`src/rtl/address_range_translator_pkg.sv`:
```
// Shared constants for the address range translator: default address width and
// the configuration values restored by reset (identity map, every address hits).
package address_range_translator_pkg;

    localparam int ADDR_WIDTH_DEF = 10;

    localparam logic [ADDR_WIDTH_DEF-1:0] CFG_BASE_INIT   = '0;
    localparam logic [ADDR_WIDTH_DEF-1:0] CFG_BOUND_INIT  = '1;
    localparam logic [ADDR_WIDTH_DEF-1:0] CFG_OFFSET_INIT = '0;

endpackage

```
`src/rtl/address_decoder_arithmetic.sv`:
```
// Inclusive range compare of an address against [base, bound].
// An inverted range (base > bound) can never satisfy both compares, so it never hits.
module address_decoder_arithmetic
    import address_range_translator_pkg::*;
#(
    parameter int ADDR_WIDTH = ADDR_WIDTH_DEF
) (
    input  logic [ADDR_WIDTH-1:0] addr,
    input  logic [ADDR_WIDTH-1:0] base,
    input  logic [ADDR_WIDTH-1:0] bound,
    output logic                  hit
);

    assign hit = (addr >= base) && (addr <= bound);

endmodule

```
`src/rtl/address_range_translator.sv`:
```
// Two-stage handshaked translator: S1 registers the address and range hit,
// S2 registers the translated address and drives the result port.
module address_range_translator
    import address_range_translator_pkg::*;
#(
    parameter int ADDR_WIDTH = ADDR_WIDTH_DEF
) (
    input  logic                  clock,
    input  logic                  reset,
    input  logic                  cfg_wren,
    input  logic [ADDR_WIDTH-1:0] cfg_base,
    input  logic [ADDR_WIDTH-1:0] cfg_bound,
    input  logic [ADDR_WIDTH-1:0] cfg_offset,
    output logic                  cfg_ready,
    input  logic                  in_valid,
    output logic                  in_ready,
    input  logic [ADDR_WIDTH-1:0] in_addr,
    output logic                  out_valid,
    input  logic                  out_ready,
    output logic                  out_hit,
    output logic [ADDR_WIDTH-1:0] out_addr,
    output logic [ADDR_WIDTH-1:0] out_raw_addr
);

    logic [ADDR_WIDTH-1:0] base_q, bound_q, offset_q;
    logic                  s1_valid, s1_hit;
    logic [ADDR_WIDTH-1:0] s1_addr;
    logic                  s2_valid;
    logic                  dec_hit;
    logic                  s1_adv, s2_adv, cfg_take, in_fire;
    logic [ADDR_WIDTH-1:0] s1_xlat;

    // Handshake: a beat moves when valid && ready. Each ready is derived only
    // from downstream occupancy, out_ready and cfg_wren, never from any valid
    // on the same port. Config writes are only taken with both stages empty,
    // so in-flight addresses always see the config they were accepted under.
    assign s2_adv    = !s2_valid || out_ready;
    assign s1_adv    = !s1_valid || s2_adv;
    assign cfg_ready = !s1_valid && !s2_valid;
    assign cfg_take  = cfg_wren && cfg_ready;
    assign in_ready  = s1_adv && !cfg_take;
    assign in_fire   = in_valid && in_ready;
    assign out_valid = s2_valid;

    // Wrap-around is intentional: the result is taken mod 2^ADDR_WIDTH.
    assign s1_xlat = s1_addr - base_q + offset_q;

    address_decoder_arithmetic #(
        .ADDR_WIDTH(ADDR_WIDTH)
    ) u_decoder (
        .addr  (in_addr),
        .base  (base_q),
        .bound (bound_q),
        .hit   (dec_hit)
    );

    always_ff @(posedge clock or posedge reset) begin
        if (reset) begin
            base_q   <= ADDR_WIDTH'(CFG_BASE_INIT);
            bound_q  <= ADDR_WIDTH'(CFG_BOUND_INIT);
            offset_q <= ADDR_WIDTH'(CFG_OFFSET_INIT);
        end else if (cfg_take) begin
            base_q   <= cfg_base;
            bound_q  <= cfg_bound;
            offset_q <= cfg_offset;
        end
    end

    always_ff @(posedge clock or posedge reset) begin
        if (reset) begin
            s1_valid <= 1'b0;
            s1_hit   <= 1'b0;
            s1_addr  <= '0;
        end else if (s1_adv) begin
            s1_valid <= in_fire;
            if (in_fire) begin
                s1_hit  <= dec_hit;
                s1_addr <= in_addr;
            end
        end
    end

    always_ff @(posedge clock or posedge reset) begin
        if (reset) begin
            s2_valid     <= 1'b0;
            out_hit      <= 1'b0;
            out_addr     <= '0;
            out_raw_addr <= '0;
        end else if (s2_adv) begin
            s2_valid <= s1_valid;
            if (s1_valid) begin
                out_hit      <= s1_hit;
                out_addr     <= s1_hit ? s1_xlat : s1_addr;
                out_raw_addr <= s1_addr;
            end
        end
    end

endmodule

```
`config.mk`:
```
export PLATFORM = sky130hd
export DESIGN_NAME = address_range_translator
export DESIGN_NICKNAME = d
export VERILOG_FILES = /design/src/rtl/address_range_translator_pkg.sv /design/src/rtl/address_decoder_arithmetic.sv /design/src/rtl/address_range_translator.sv
export SDC_FILE = /design/constraint.sdc
export NUM_CORES = 1
export LEC_CHECK = 0
export ABC_AREA = 0
export CAP_MARGIN = 10
export CORE_AREA = 2 2 80 120
export CTS_BUF_LIST = sky130_fd_sc_hd__clkbuf_2 sky130_fd_sc_hd__clkbuf_4 sky130_fd_sc_hd__clkbuf_8
export DETAILED_ROUTE_END_ITERATION = 12
export DIE_AREA = 0 0 82 122
export HOLD_SLACK_MARGIN = 0.15
export PLACE_DENSITY = 0.72
export SYNTH_ARGS = -nofsm -noshare
export SYNTH_HDL_FRONTEND = slang
export SYNTH_SLANG_ARGS = --single-unit
```
`constraint.sdc`:
```
create_clock -name clock -period 3.4 [get_ports clock]
set_clock_uncertainty 0.15 [all_clocks]
set_input_delay 0.68 -clock clock [delete_from_list [all_inputs] [get_ports clock]]
set_output_delay 0.68 -clock clock [all_outputs]
set_load 0.005 [all_outputs]
```
---- Yosys cells after proc, flatten, opt, wreduce, memory -nomap -nowiden ----
Index checks and enable logic that the tools add are counted.
storage, ports and cells
  register bits after elaboration ......... 64
  input bits .............................. 45
  output and inout port bits .............. 24
  logic and storage cells ................. 27
cells by class
  add/subtract/negate cells ............... 2
  $lt $le $gt $ge ......................... 2
  multiplexer cells ....................... 1
  reductions and logical operators ........ 12
operator list
  cell                                count
  adder 10 bit                        1
  greater-or-equal comparator 10 bit  1
  <= comparator 10 bit                1
  two-way mux 10 bit                  1
  subtractor 10 bit                   1
  logical AND 1 bit                   5
  AND reduction 2 bit                 2
  logical NOT 1 bit                   3
  logical OR 1 bit                    2

---- Depth between registers and ports, before layout ----
Gate-level depths: netlist of the first run.
  depth in word-level cells ............... 7
  depth in mapped cells ................... 12
  gate-level depth less buffers ........... 12

---- By module ----
Synthesis of the first run repeated with hierarchy kept, for this count alone.
unflattened totals
  cells, all modules ...................... 356
  area total of the unflattened synthesis .. 3712.3 um^2
by module, submodules not included
  module                      instances  cells an instance  area each (um^2)  seq. area each (um^2)
  address_range_translator    1          288                3204.3            1614.0
  address_decoder_arithmetic  1          68                 508.0             0.0

---- Worst setup path before layout of the first run ----
No wires, ideal clock.
  path kind ............................... register to register
  start ................................... register base_q[2]
  end ..................................... register out_addr[6]
  setup time .............................. 128 ps
  data arrival time ....................... 2326 ps
  data required time ...................... 3122 ps
  setup slack ............................. 796 ps
  stages on the path, launching flop included .. 10
  path buffers ............................ 0
  period minus slack after synthesis ...... 2604 ps
  cells stage by stage .................... dfrtp_1 > fa_1 > inv_1 > ha_1 > nor2b_4 > o31a_1 > o21a_1 > or3_1 > a31oi_1 > o21ai_1
between the ends
  longest elaborated chain between the ends .. 3
RTL lines
  element                   line                            text
  start: declaration        address_range_translator.sv:25  logic [ADDR_WIDTH-1:0] base_q, bound_q, offset_q;
  start signal: assignment  address_range_translator.sv:59  base_q <= ADDR_WIDTH'(CFG_BASE_INIT);
  start signal: assignment  address_range_translator.sv:63  base_q <= cfg_base;
  subtractor 10 bit         address_range_translator.sv:46  assign s1_xlat = s1_addr - base_q + offset_q;
  adder 10 bit              address_range_translator.sv:46
  two-way mux 10 bit        address_range_translator.sv:93  out_addr <= s1_hit ? s1_xlat : s1_addr;
  end signal: assignment    address_range_translator.sv:93
  end: declaration          address_range_translator.sv:21  output logic [ADDR_WIDTH-1:0] out_addr,
Every way passes these cells.
A chain may end at the register's enable or synchronous reset.

---- Final worst setup path of the first run ----
  start ................................... register s1_addr[2]
  end ..................................... register out_addr[6]
between the ends
  longest elaborated chain between the ends .. 3
RTL lines
  element                   line                            text
  start: declaration        address_range_translator.sv:27  logic [ADDR_WIDTH-1:0] s1_addr;
  start signal: assignment  address_range_translator.sv:78  s1_addr <= in_addr;
  subtractor 10 bit         address_range_translator.sv:46
  adder 10 bit              address_range_translator.sv:46
  two-way mux 10 bit        address_range_translator.sv:93
Every way passes these cells.

==> results by group, run 1 <==
Run status
  – Status: finished clean

Synthesis
  – Share of the yosys chip area belonging to registers: 44.7%
  – Syn_nets: 460
  – Syn Std Cell Area: 3610 sq um
  – Number of synthesized flops with an enable pin: 0
  – Synth top area share: 37.4%
  – Most frequent cells after synthesis: inv_1 (61), nand2_1 (55), dfrtp_1 (54)
  – Main synth FF type: dfrtp_1
  – Yosys warnings: 0
  – Synth area leader: dfrtp_1
  – Count leader, synth: inv_1
  – Async SR Flop Fraction: 100%
  – Post-Syn Instances: 376
  – Netlist cell types: 44
  – Synth Register Bits: 64
  – Syn_area_per_cell: 9.60 sq um
  – Top cells by area, synth: dfrtp_1 (37%), ha_1 (10%), dfstp_2 (7.3%)

Placed design
  – RD Place Congestion: 0.815
  – # port buffers: 68
  – Post-detail-place hpwl: 6.07 mm
  – Placement Cell Area: 4410 sq um
  – Post-place setup slack: 0.650 ns
  – Placed insts: 549

Critical path
  – WP buf/inv: 2
  – Crit path DAT: 2.83 ns
  – Crit path top cell by count: inv_1
  – Critical Path End Type: flip-flop
  – Critical Path, Cell by Cell: inv_1 > fa_1 > inv_1 > ha_1 > nor2b_4 > o31a_1 > o21a_1 > or3_1 > a31oi_1 > o21ai_1
  – Slowest stage delay, CP: 0.47 ns
  – R2r setup slk: 0.65 ns
  – Kind of cell adding the most delay to the critical path: adder cells
  – Worst EP required: 3.48 ns
  – CP max-delay cell: fa_1
  – Kind of critical path: reg -> reg
  – Worst-path maximum fanout: 4
  – Crit start category: flip-flop

Hold path
  – Hold Path Class: reg -> reg

GRT
  – Initial antenna violation count: 0
  – Number of global-route vias before repair: 2802
  – GRT Total Usage: 16.5%
  – Global-route wire length before repair: 12.4 mm
  – Largest net degree at the start of global routing: 57
  – Congestion Overflow GR: 0

Route
  – Total number of vias: 2771
  – Metal3 WL: 250 um
  – Highest Signal Layer: met4
  – Final routed DRC violation total: 0
  – Number of routed nets with antenna violations: 0
  – Routed length on met2: 3.99 mm
  – TritonRoute pass-1 iters: 4
  – Routed len/inst: 13.3 um
  – DRT iter0 DRCs: 87
  – WL final: 7.52 mm
  – Metal-1 WL: 2.98 mm
  – Vias per cell: 4.90

Timing
  – Final Max Slew Viols: 0
  – Setup_tns: 0 ns
  – Final hold violations: 0
  – RSZ-0062 raised after global routing: no
  – Period minus WS final: 2.75 ns
  – Endpoints failing setup: 0
  – Post-route setup slack: 0.647 ns
  – Crit share post-route: 81.0%
  – Slew HR: 63.6%
  – Hold_ws: 0.325 ns
  – Slew at the pin closest to its max-slew limit: 0.546 ns
  – Maximum clock rate: 363 MHz

Pwr
  – VDD IR-drop max: 354 uV
  – Pwr dens: 953 nW/um^2
  – Power Total: 4.40 mW
  – Leak: 2.14 nW

Cells and area
  – Final Util: 51.1%
  – Cell Count, Final, Fillers Out: 565
  – Layout area overhead: 27.8%
  – Final instance area: 4620 sq um
  – Layout cells sized above 1: 11.0%
  – Number of diodes: 0
  – Final nets: 532

Die
  – Die width: 82 um
  – Site Rows: 43
  – DIE AREA: 10000 sq um
  – Die height: 122 um
  – Starting Density: 40.0%
  – I/O Pins: 69
  – Core region area: 9040 sq um

Clock tree
  – Resized cells post-CTS: 0
  – H-tree levels: 3
  – Hold Buf Count CTS: 0
  – Clk slew on worst S/H paths: 0.07 ns
  – CTS tree: done
  – Post-CTS Setup Bufs: 0
  – Clk buf depth: 2
  – Clock Tree Root: clkbuf_8
  – Total CTS buffers: 9
  – Worst skew pair latency: 0.35 ns
  – Sink Count: 64

Flow run
  – Max_cap viols: 0
[layout make-up]
cell class | count | area, sq um
clock buffer | 13 | 166
clock inverter | 3 | 40.0
fill | 864 | 4420
inverter | 62 | 233
multi-input combinational | 239 | 1710
sequential | 64 | 1610
tap | 112 | 140
timing repair buffer | 72 | 711
[power breakdown]
group / switching [mW] / internal, mW / leakage, nW / total [mW]
clock network: 0.279 / 0.393 / 0.110 / 0.671
logic: 1.24 / 1.19 / 1.27 / 2.43
registers: 0.189 / 1.11 / 0.758 / 1.30
total: 1.71 / 2.69 / 2.14 / 4.40
[worst paths after layout]
check | startpoint | cells after the start | endpoint
max | s1_addr[2] | 10 | out_addr[6]
min | out_raw_addr[9] | 2 | out_raw_addr[9]
max reg2reg | s1_addr[2] | 10 | out_addr[6]
min reg2reg | out_raw_addr[9] | 2 | out_raw_addr[9]
max in group asynchronous | reset | 3 | bound_q[9]
min in group asynchronous | reset | 2 | out_raw_addr[0]
[routing by layer]
metal / global-route usage, % / up-vias
met5: 0 / -
met4: 9.58 / 0
met3: 3.56 / 22
met2: 28.6 / 58
met1: 18.0 / 1308
li1: - / 1383
[placed cells by master, fill, tap and decap left out, types with 2 or more instances in the layout]
master           synthesis  final
ha_1                    30     30
buf_4                    0      4
nand2b_1                 3      3
clkbuf_4                 0      2
o21ai_1                  2      2
dfstp_2                 10     10
clkbuf_8                 0     11
fa_1                     9      9
a21o_1                   3      3
xor2_1                   2      2
a31oi_1                  6      6
mux2_2                   8      8
and2_1                   2      2
inv_1                   61     60
nand2_1                 55     55
a21oi_1                 16     16
o21a_1                   2      2
clkinv_2                 0      2
nor2_1                  14     14
o21ai_0                 45     45
nor2b_1                  2      2
nand3_1                  4      4
nand4_1                  3      3
dfrtp_1                 54     54
clkdlybuf4s50_1          0     68
mux2_4                   5      5
xnor2_1                  5      5
a211oi_1                 4      4
mux2i_1                  3      3
[worst min-delay path: stages (launching register included)]
cell and delay [ns]:
dfrtp_1 0.34, nand2_1 0.05, nand2_1 0.05
[logic make-up after synthesis]
group	count (synthesis)	share of synthesized area, %
compound gates	89	14.3
simple gates	88	10.6
buf+inv	73	7.90
flops	64	44.7
fa+ha+maj	39	15.4
mux	16	5.41
xor+xnor	7	1.70
[flip-flops by register name (all words and copies together) (netlist names)]
signal        cells
bound_q          10
out_addr         10
out_valid         1
s1_addr          10
out_raw_addr     10
base_q           10
s1_hit            1
offset_q         10
s1_valid          1
out_hit           1
(Power assumes the default switching activity.)
==> inputs of run 2 (changes only) <==
--- a/config.mk
+++ b/config.mk
@@ -12,7 +12,7 @@
 export DETAILED_ROUTE_END_ITERATION = 12
 export DIE_AREA = 0 0 82 122
 export HOLD_SLACK_MARGIN = 0.15
-export PLACE_DENSITY = 0.72
+export PLACE_DENSITY = 0.75
 export SYNTH_ARGS = -nofsm -noshare
 export SYNTH_HDL_FRONTEND = slang
 export SYNTH_SLANG_ARGS = --single-unit
==> constraint.sdc (replaced) <==
create_clock -name clock -period 2.2 [get_ports clock]
set_clock_uncertainty 0.15 [all_clocks]
set_input_delay 0.44 -clock clock [delete_from_list [all_inputs] [get_ports clock]]
set_output_delay 0.44 -clock clock [all_outputs]
set_load 0.005 [all_outputs]
==> run 2 against run 1 <==
Against the previous run: routed wire length is 11% higher; maximum frequency increased by 3.2%; flip-flop and latch count did not move; register-to-register slack got worse by 1.1 ns; first-iteration DRC count is 40% higher; critical path depth down 1; the run now ends with negative setup slack left; die area is the same; sequential share of layout area is 4.3 points lower; sequential power increased by 53%.
==> results by group, run 2 (same netlist as run 1, synthesis figures left out) <==
Critical path
  – R2r setup slk: -0.47 ns
  – Crit start category: flip-flop
  – Crit path DAT: 2.75 ns
  – Worst EP required: 2.29 ns
  – Worst-path maximum fanout: 3
  – Kind of critical path: reg -> reg
  – Critical Path End Type: flip-flop

Route
  – WL final: 8.32 mm
  – Metal-1 WL: 3.16 mm
  – Final routed DRC violation total: 0
  – Number of routed nets with antenna violations: 0
  – Routed len/inst: 13.6 um
  – TritonRoute pass-1 iters: 4
  – Highest Signal Layer: met4
  – Total number of vias: 3017
  – Routed length on met2: 4.44 mm
  – Metal3 WL: 295 um
  – DRT iter0 DRCs: 122
  – Vias per cell: 4.93

Placed design
  – Post-detail-place hpwl: 6.42 mm
  – # port buffers: 68
  – RD Place Congestion: 0.872
  – Post-place setup slack: -0.501 ns
  – Placed insts: 588

Clock tree
  – CTS tree: done
  – H-tree levels: 3
  – Sink Count: 64
  – Clk slew on worst S/H paths: 0.07 ns
  – Clock Tree Root: clkbuf_8
  – Clk buf depth: 2
  – Total CTS buffers: 9
  – Hold Buf Count CTS: 0
  – Worst skew pair latency: 0.36 ns

Die
  – I/O Pins: 69
  – Site Rows: 43
  – Die height: 122 um
  – Starting Density: 40.0%
  – DIE AREA: 10000 sq um
  – Core region area: 9040 sq um
  – Die width: 82 um

Pwr
  – Pwr dens: 1680 nW/um^2
  – Leak: 2.38 nW
  – Power Total: 8.83 mW
  – VDD IR-drop max: 774 uV

Timing
  – Endpoints failing setup: 7
  – Crit share post-route: 121%
  – Final hold violations: 0
  – RSZ-0062 raised after global routing: yes
  – Hold_ws: 0.226 ns
  – Post-route setup slack: -0.468 ns
  – Slew HR: 67.3%
  – Final Max Slew Viols: 0
  – Maximum clock rate: 375 MHz
  – Period minus WS final: 2.67 ns
  – Slew at the pin closest to its max-slew limit: 0.491 ns

GRT
  – Initial antenna violation count: 0
  – Number of global-route vias before repair: 3122
  – Largest net degree at the start of global routing: 57
  – Congestion Overflow GR: 0
  – GRT Total Usage: 17.8%
  – Global-route wire length before repair: 13.4 mm

Cells and area
  – Final Util: 58.2%
  – Most frequent cells in the layout: clkdlybuf4s50_1 (67), nand2_1 (54), dfrtp_1 (54), inv_1 (50), buf_4 (44)
  – Layout area overhead: 45.6%
  – Number of diodes: 0
  – Final nets: 579
  – Layout cells sized above 1: 26.6%
  – Cell Count, Final, Fillers Out: 612
  – # fillers: 763
  – Commonest non-fill, non-tap cell in the layout: clkdlybuf4s50_1

Flow run
  – Max_cap viols: 0

Run status
  – Violated checks: negative setup slack
  – Status: finished with violations

Hold path
  – Hold Path Class: in -> async
## run 2: path summary, 6_finish.rpt
path                                  from              end  depth (start not counted)
setup / recovery                 base_q[2]      out_addr[6]                          9
hold / removal                       reset  out_raw_addr[6]                          2
setup reg to reg                 base_q[2]      out_addr[6]                          9
hold reg to reg            out_raw_addr[9]  out_raw_addr[9]                          2
max in group asynchronous            reset       bound_q[8]                          3
min in group clock         out_raw_addr[9]  out_raw_addr[9]                          2
## run 2: area by class of cell
cell class	count	area (sq um)	share of cell area, %
well taps	112	140	2.67
inverters	62	233	4.43
multi-input cells	239	1950	37.1
flip-flops and latches	64	1610	30.7
clock inverters	5	55.1	1.05
repair buffers	119	1110	21.2
clock buffers	11	151	2.88
## run 2: what timing repair did
item | 4_1_cts | 5_1_grt
gates resized for setup | 13 | 27
pin swaps | 9 | 20
setup buffers | 7 | 4
setup endpoints to repair | 8 | 8
gates cloned | 0 | 0
## run 2: worst max-delay path, stage by stage, from the launching register on
cell	delay [ns]
dfrtp_1	0.40
fa_1	0.55
inv_2	0.05
ha_4	0.23
nor2b_4	0.13
o31a_1	0.28
o21a_1	0.21
or3_4	0.36
a31oi_4	0.13
o21ai_1	0.07
## run 2: power by group
group | total, mW | internal [mW] | leakage (nW) | switching (mW)
Clock | 1.03 | 0.580 | 0.101 | 0.455
Combinational | 5.81 | 3.10 | 1.52 | 2.71
Sequential | 1.99 | 1.72 | 0.758 | 0.274
Total | 8.83 | 5.40 | 2.38 | 3.44
## run 2: per-layer routing
layer	track usage (%)	vias up
li1	-	1474
met1	19.0	1426
met2	31.4	86
met3	3.93	31
met4	10.0	0
met5	0	-
## run 2: through the flow
step	cell area, sq um	setup TNS (ns)
CTS	5130	-1.80
detailed placement	4840	-2.04
global placement	4840	-1.60
global route	5260	-2.44
floorplan	3710	-0.759
finish	5260	-1.62
==> inputs of run 3 (changes only) <==
--- a/config.mk
+++ b/config.mk
@@ -6,7 +6,7 @@
 export NUM_CORES = 1
 export LEC_CHECK = 0
 export ABC_AREA = 0
-export CAP_MARGIN = 10
+export CAP_MARGIN = 0
 export CORE_AREA = 2 2 80 120
 export CTS_BUF_LIST = sky130_fd_sc_hd__clkbuf_2 sky130_fd_sc_hd__clkbuf_4 sky130_fd_sc_hd__clkbuf_8
 export DETAILED_ROUTE_END_ITERATION = 12
==> results of run 3 <==
Final layout, timing and power as in run 2 (identical DEF).
